[src/rtl/video_memory_arbiter.sv]
// video_memory_arbiter: owns the video SRAM and time-slices it between the
// display scan-out (guaranteed slot V every other clock) and a small FIFO of
// buffered CPU commands (slot C).
//
// Ports:
//   clock, reset            system clock (2x pixel clock), sync active-high reset
//   videoAddress            scan-out fetch address, sampled in slot V
//   videoData/Ready         fetched byte + one-cycle strobe (every 2 cycles)
//   cpuValid/Ready          CPU command handshake into the FIFO
//   cpuWrite                1 = write, 0 = read (read needs the macro below)
//   cpuAddress/WriteData    CPU command payload
//   cpuReadData/Valid       CPU read result + one-cycle strobe
//   fifoLevel               number of queued CPU commands
//   sramAddress/WriteData   SRAM address / write data (combinational decode)
//   sramWriteEnable         write at the end of this cycle
//   sramReadEnable          read; data appears on sramReadData next cycle
//   sramReadData            SRAM read data (1-cycle latency)
//
// Build option: define VIDEO_ARB_CPU_READ_EN to enable CPU read-back. Without
// it every CPU command is a write and cpuReadData/cpuReadValid stay at 0.
module video_memory_arbiter #(
  parameter int unsigned FIFO_DEPTH = 4,
  parameter int unsigned ADDR_WIDTH = 17,
  parameter int unsigned DATA_WIDTH = 8
) (
  input  logic                          clock,
  input  logic                          reset,
  input  logic [ADDR_WIDTH-1:0]         videoAddress,
  output logic [DATA_WIDTH-1:0]         videoData,
  output logic                          videoDataReady,
  input  logic                          cpuValid,
  output logic                          cpuReady,
  input  logic                          cpuWrite,
  input  logic [ADDR_WIDTH-1:0]         cpuAddress,
  input  logic [DATA_WIDTH-1:0]         cpuWriteData,
  output logic [DATA_WIDTH-1:0]         cpuReadData,
  output logic                          cpuReadValid,
  output logic [$clog2(FIFO_DEPTH):0]   fifoLevel,
  output logic [ADDR_WIDTH-1:0]         sramAddress,
  output logic [DATA_WIDTH-1:0]         sramWriteData,
  output logic                          sramWriteEnable,
  output logic                          sramReadEnable,
  input  logic [DATA_WIDTH-1:0]         sramReadData
);

  localparam int unsigned PTR_WIDTH   = $clog2(FIFO_DEPTH);
  localparam int unsigned LEVEL_WIDTH = PTR_WIDTH + 1;

  typedef enum logic {
    SLOT_V = 1'b0,
    SLOT_C = 1'b1
  } slot_t;

  typedef struct packed {
    logic [ADDR_WIDTH-1:0] address;
    logic [DATA_WIDTH-1:0] data;
`ifdef VIDEO_ARB_CPU_READ_EN
    logic                  isWrite;
`endif
  } cmd_t;

  slot_t                  slotState;
  slot_t                  slotNext;
  cmd_t                   cmdMem [FIFO_DEPTH];
  cmd_t                   pushCmd;
  cmd_t                   headCmd;
  logic [PTR_WIDTH-1:0]   wrPtr;
  logic [PTR_WIDTH-1:0]   rdPtr;
  logic                   push;
  logic                   popEn;
  logic                   headWrite;

  // FIFO accepts while not full; a simultaneous pop does not free a slot early.
  assign cpuReady = (fifoLevel != LEVEL_WIDTH'(FIFO_DEPTH));
  assign push     = cpuValid && cpuReady;
  assign headCmd  = cmdMem[rdPtr];

  // Command entry assembly.
  always_comb begin
    pushCmd         = '0;
    pushCmd.address = cpuAddress;
    pushCmd.data    = cpuWriteData;
`ifdef VIDEO_ARB_CPU_READ_EN
    pushCmd.isWrite = cpuWrite;
`endif
  end

`ifdef VIDEO_ARB_CPU_READ_EN
  assign headWrite = headCmd.isWrite;
`else
  assign headWrite = 1'b1;
  logic unusedCpuWrite;
  assign unusedCpuWrite = cpuWrite;
`endif

  // Slot register.
  always_ff @(posedge clock) begin
    if (reset) slotState <= SLOT_V;
    else       slotState <= slotNext;
  end

  // Slot sequencing and SRAM decode; reset masks both enables so nothing
  // commits while the arbiter is being flushed.
  always_comb begin
    slotNext        = (slotState == SLOT_V) ? SLOT_C : SLOT_V;
    sramAddress     = videoAddress;
    sramWriteData   = headCmd.data;
    sramWriteEnable = 1'b0;
    sramReadEnable  = 1'b0;
    popEn           = 1'b0;
    if (!reset) begin
      case (slotState)
        SLOT_V: sramReadEnable = 1'b1;
        SLOT_C: begin
          if (fifoLevel != '0) begin
            popEn           = 1'b1;
            sramAddress     = headCmd.address;
            sramWriteEnable = headWrite;
            sramReadEnable  = !headWrite;
          end
        end
        default: ;
      endcase
    end
  end

  // FIFO storage (no reset needed; validity is tracked by the level).
  always_ff @(posedge clock) begin
    if (push) cmdMem[wrPtr] <= pushCmd;
  end

  // FIFO pointers and level.
  always_ff @(posedge clock) begin
    if (reset) begin
      wrPtr     <= '0;
      rdPtr     <= '0;
      fifoLevel <= '0;
    end else begin
      if (push)  wrPtr <= wrPtr + PTR_WIDTH'(1);
      if (popEn) rdPtr <= rdPtr + PTR_WIDTH'(1);
      case ({push, popEn})
        2'b10:   fifoLevel <= fifoLevel + LEVEL_WIDTH'(1);
        2'b01:   fifoLevel <= fifoLevel - LEVEL_WIDTH'(1);
        default: fifoLevel <= fifoLevel;
      endcase
    end
  end

  // Display capture: slot C always carries the result of the slot V read.
  always_ff @(posedge clock) begin
    if (reset) begin
      videoData      <= '0;
      videoDataReady <= 1'b0;
    end else begin
      videoDataReady <= (slotState == SLOT_C);
      if (slotState == SLOT_C) videoData <= sramReadData;
    end
  end

`ifdef VIDEO_ARB_CPU_READ_EN
  logic readPending;

  // CPU read capture: a slot C read returns data during the following slot V.
  always_ff @(posedge clock) begin
    if (reset) begin
      readPending  <= 1'b0;
      cpuReadData  <= '0;
      cpuReadValid <= 1'b0;
    end else begin
      readPending  <= popEn && !headWrite;
      cpuReadValid <= (slotState == SLOT_V) && readPending;
      if ((slotState == SLOT_V) && readPending) cpuReadData <= sramReadData;
    end
  end
`else
  assign cpuReadData  = '0;
  assign cpuReadValid = 1'b0;
`endif

endmodule
[config.mk]
export PLATFORM = sky130hd
export DESIGN_NAME = video_memory_arbiter
export DESIGN_NICKNAME = d
export VERILOG_FILES = /design/src/rtl/video_memory_arbiter.sv
export SDC_FILE = /design/constraint.sdc
export NUM_CORES = 1
export LEC_CHECK = 0
export ABC_AREA = 1
export ABC_CLOCK_PERIOD_IN_PS = 3000
export CAP_MARGIN = 40
export CORE_AREA = 2 2 103 105
export CTS_CLUSTER_SIZE = 20
export DETAILED_ROUTE_END_ITERATION = 12
export DIE_AREA = 0 0 105 107
export PLACE_DENSITY = 0.76
export RECOVER_POWER = 50
export SYNTH_ARGS = -nofsm -noshare
export SYNTH_HDL_FRONTEND = slang
export SYNTH_SLANG_ARGS = --single-unit
[constraint.sdc]
create_clock -name clock -period 3 [get_ports clock]
set_input_delay 0.45 -clock clock [delete_from_list [all_inputs] [get_ports clock]]
set_output_delay 0.45 -clock clock [all_outputs]
set_load 0.01 [all_outputs]
==> results.md <==
* Max frequency at 356 MHz
* Reg2reg path depth at 12
* Reg-to-Reg Start: fifoLevel[0]
* Drt total wl at 10,400 um
* Final hold vios at 0
* Yosys top cell area share at 0.580
* Vias in the first global route at 3,613
* Synth Warn # at 0
* Filler cell count at 764
* Postcts setup bufs at 0
* Total CTS buffers at 17
* Final Net Count at 685
* Final-report setup violation count at 0
* Starting Density at 0.513
* Layout area overhead at 32.7%
* Reg-to-reg endpoint: fifoLevel[2]
* CTS clock-pin slew for the worst setup and hold paths at 0.06 ns
* Routability cong. at 0.774
* Clock tree from TritonCTS: built
* Fraction of registers with async set/reset at 0
* Outcome: complete, no violations
* Crit path kind: primary input to primary output
* Crit-path max FO at 16
* DR pass1 iterations at 5
* Post-Route Setup TNS at 0 ns
* Count of final max-slew check failures at 0
* Max_slew headroom at 0.618
* RSZ-0062 raised after global routing: no
* Peak VDD IR at 0.536 mV
* CTS sink count at 119
* Insertion delay to the later sink of the worst-skew pair at 0.51 ns
* Post-synth EDFFs at 100
* Clk buf depth at 2
* Post-Syn Instances at 517
* Antenna cell count at 0
* Critical Path Sink: sramAddress[14]
* Placed Area at 6300 um^2
* CP Data Required Time at 2.55 ns
* #FFs+latches synth at 119
* Share of cells above drive strength 1 at 0.0846
* H-tree depth at 4
* Max Cap Violations at 0
* P per Cell Area at 633 nW/um^2
* Dominant cells by area after synthesis: edfxtp_1 58%, nand2_1 8.6%, inv_1 8.5%
* Total number of vias at 3,662
* Leakage at 3.01 nW
* Buffers on Ports at 92
* Post-Route Utilization at 0.681
* Wire length per cell at 13.5 um
* CP Launch Type: primary input
* Die Span X at 105 um
* Die Height at 107 um
* Syn_area_per_cell at 10.0 um^2
* Overflow left after global routing at 0
* Count leader, synth: nand2_1
* Synth Flop Type: edfxtp_1
* Clock root buffer: clkbuf_8
* Min cycle time layout at 2.81 ns
* Final Hold Slack at 0.449 ns
* Crit. End Element: primary output
* Cell taking the most area after synthesis: edfxtp_1
* Worst Path Arrival at 2.36 ns
* Number of cell rows at 37
* Via-per-instance ratio at 4.73
* Post-synthesis sequential area ratio at 0.653
* FF/Latch Area at 3380 um^2
* DRC at 0
* Area of the mapped netlist at 5180 um^2
* Final period utilization at 0.936
* Slack of the worst reg-to-reg path at 0.96 ns
* Top cells by count, synth: 118 x nand2_1, 117 x inv_1, 100 x edfxtp_1
* GRT Overall Usage at 0.193
* ANT nets after route at 0
* I/O pins at 103
* Clock Skews at 0.00732 ns
* DR iter-0 viols at 249
* Slew @ Worst Pin at 0.573 ns
* Core area at 10,100 um^2
* Footprint of the multi-input gates at 1210 um^2
* Synth unique cells at 21
* First-pass GRT wire length at 16,500 um
* Final instance area at 6870 um^2
* Dpl hpwl at 6790 um
* Die area at 11,200 um^2
* Pin count of the biggest net entering global routing at 51
* CP startpoint: reset
* Antenna violations before repair at 0
* Hold crit path type: flip-flop to flip-flop
layer usage:
layer,wire length (um),track usage,vias up
met5,0,0,-
li1,-,-,1844
met1,4070,0.213,1696
met2,5680,0.348,111
met4,115,0.0724,0
met3,575,0.0614,11
where the power goes:
group          switching, mW  internal (mW)
Sequential            0.0277           1.88
Clock                  0.692           1.27
Combinational          0.259          0.231
critical path, cell delays in order:
cell and delay, ns:
clkdlybuf4s50_1 0.43, inv_1 0.15, nand2_1 0.14, inv_2 0.08
nand2_1 0.18, buf_12 0.22, nand2_1 0.07, nand2_1 0.06
inv_1 0.04, clkdlybuf4s50_1 0.53
how the worst min path moves through the flow:
| stage | from | end | slack (ns) | cells past startpoint |
|---|---|---|---|---|
| CTS | slotState | slotState | 0.46 | 1 |
| floorplan | slotState | slotState | 0.42 | 1 |
| finish | slotState | slotState | 0.45 | 1 |
| global placement | slotState | slotState | 0.44 | 1 |
| detailed placement | slotState | slotState | 0.45 | 1 |
| global route | slotState | slotState | 0.47 | 1 |
flip-flops by register name (all words and copies together) (netlist names), named ones only:
name,flops
videoData,8
videoDataReady,1
slotState,1
cmdMem,100
rdPtr,2
fifoLevel,3
wrPtr,2
cell families after synthesis:
logic type / synth area share
AO/OA/AOI/OAI: 0.0486
buffers and inverters: 0.120
adder cells (fa/ha/maj): 0.0159
AND/OR/NAND/NOR: 0.162
other: 0.000724
flip-flops: 0.653
through the flow:
step,total power [mW],worst slack [ns],std cells
final,4.35,0.192,774
after global routing,4.52,0.0671,774
after CTS,4.40,0.143,774
after detailed placement,2.44,0.290,742
after global placement,2.42,0.348,742
after floorplan,2.18,0.694,525
final cells by class:
class | instances | area share
Clock buffer | 17 | 0.0602
Clock inverter | 15 | 0.0258
Inverter | 120 | 0.0661
Multi-Input combinational cell | 257 | 0.176
Sequential cell | 119 | 0.492
Tap cell | 136 | 0.0248
Timing Repair Buffer | 110 | 0.155
layout by cell type, fill, tap and decap left out, types with 16 or more instances in the layout:
master,instances
clkbuf_16,16
dfxtp_1,18
edfxtp_1,100
nand3_1,55
clkdlybuf4s50_1,67
nand2_1,119
o21ai_0,18
inv_1,117
dlygate4sd3_1,25
nor2_1,25
what timing repair did:
| item | CTS | global route |
|---|---|---|
| setup endpoints to repair | 0 | 1 |
| resized for setup | 0 | 1 |
| hold buffers | 0 | 0 |
(Power assumes the default switching activity.)
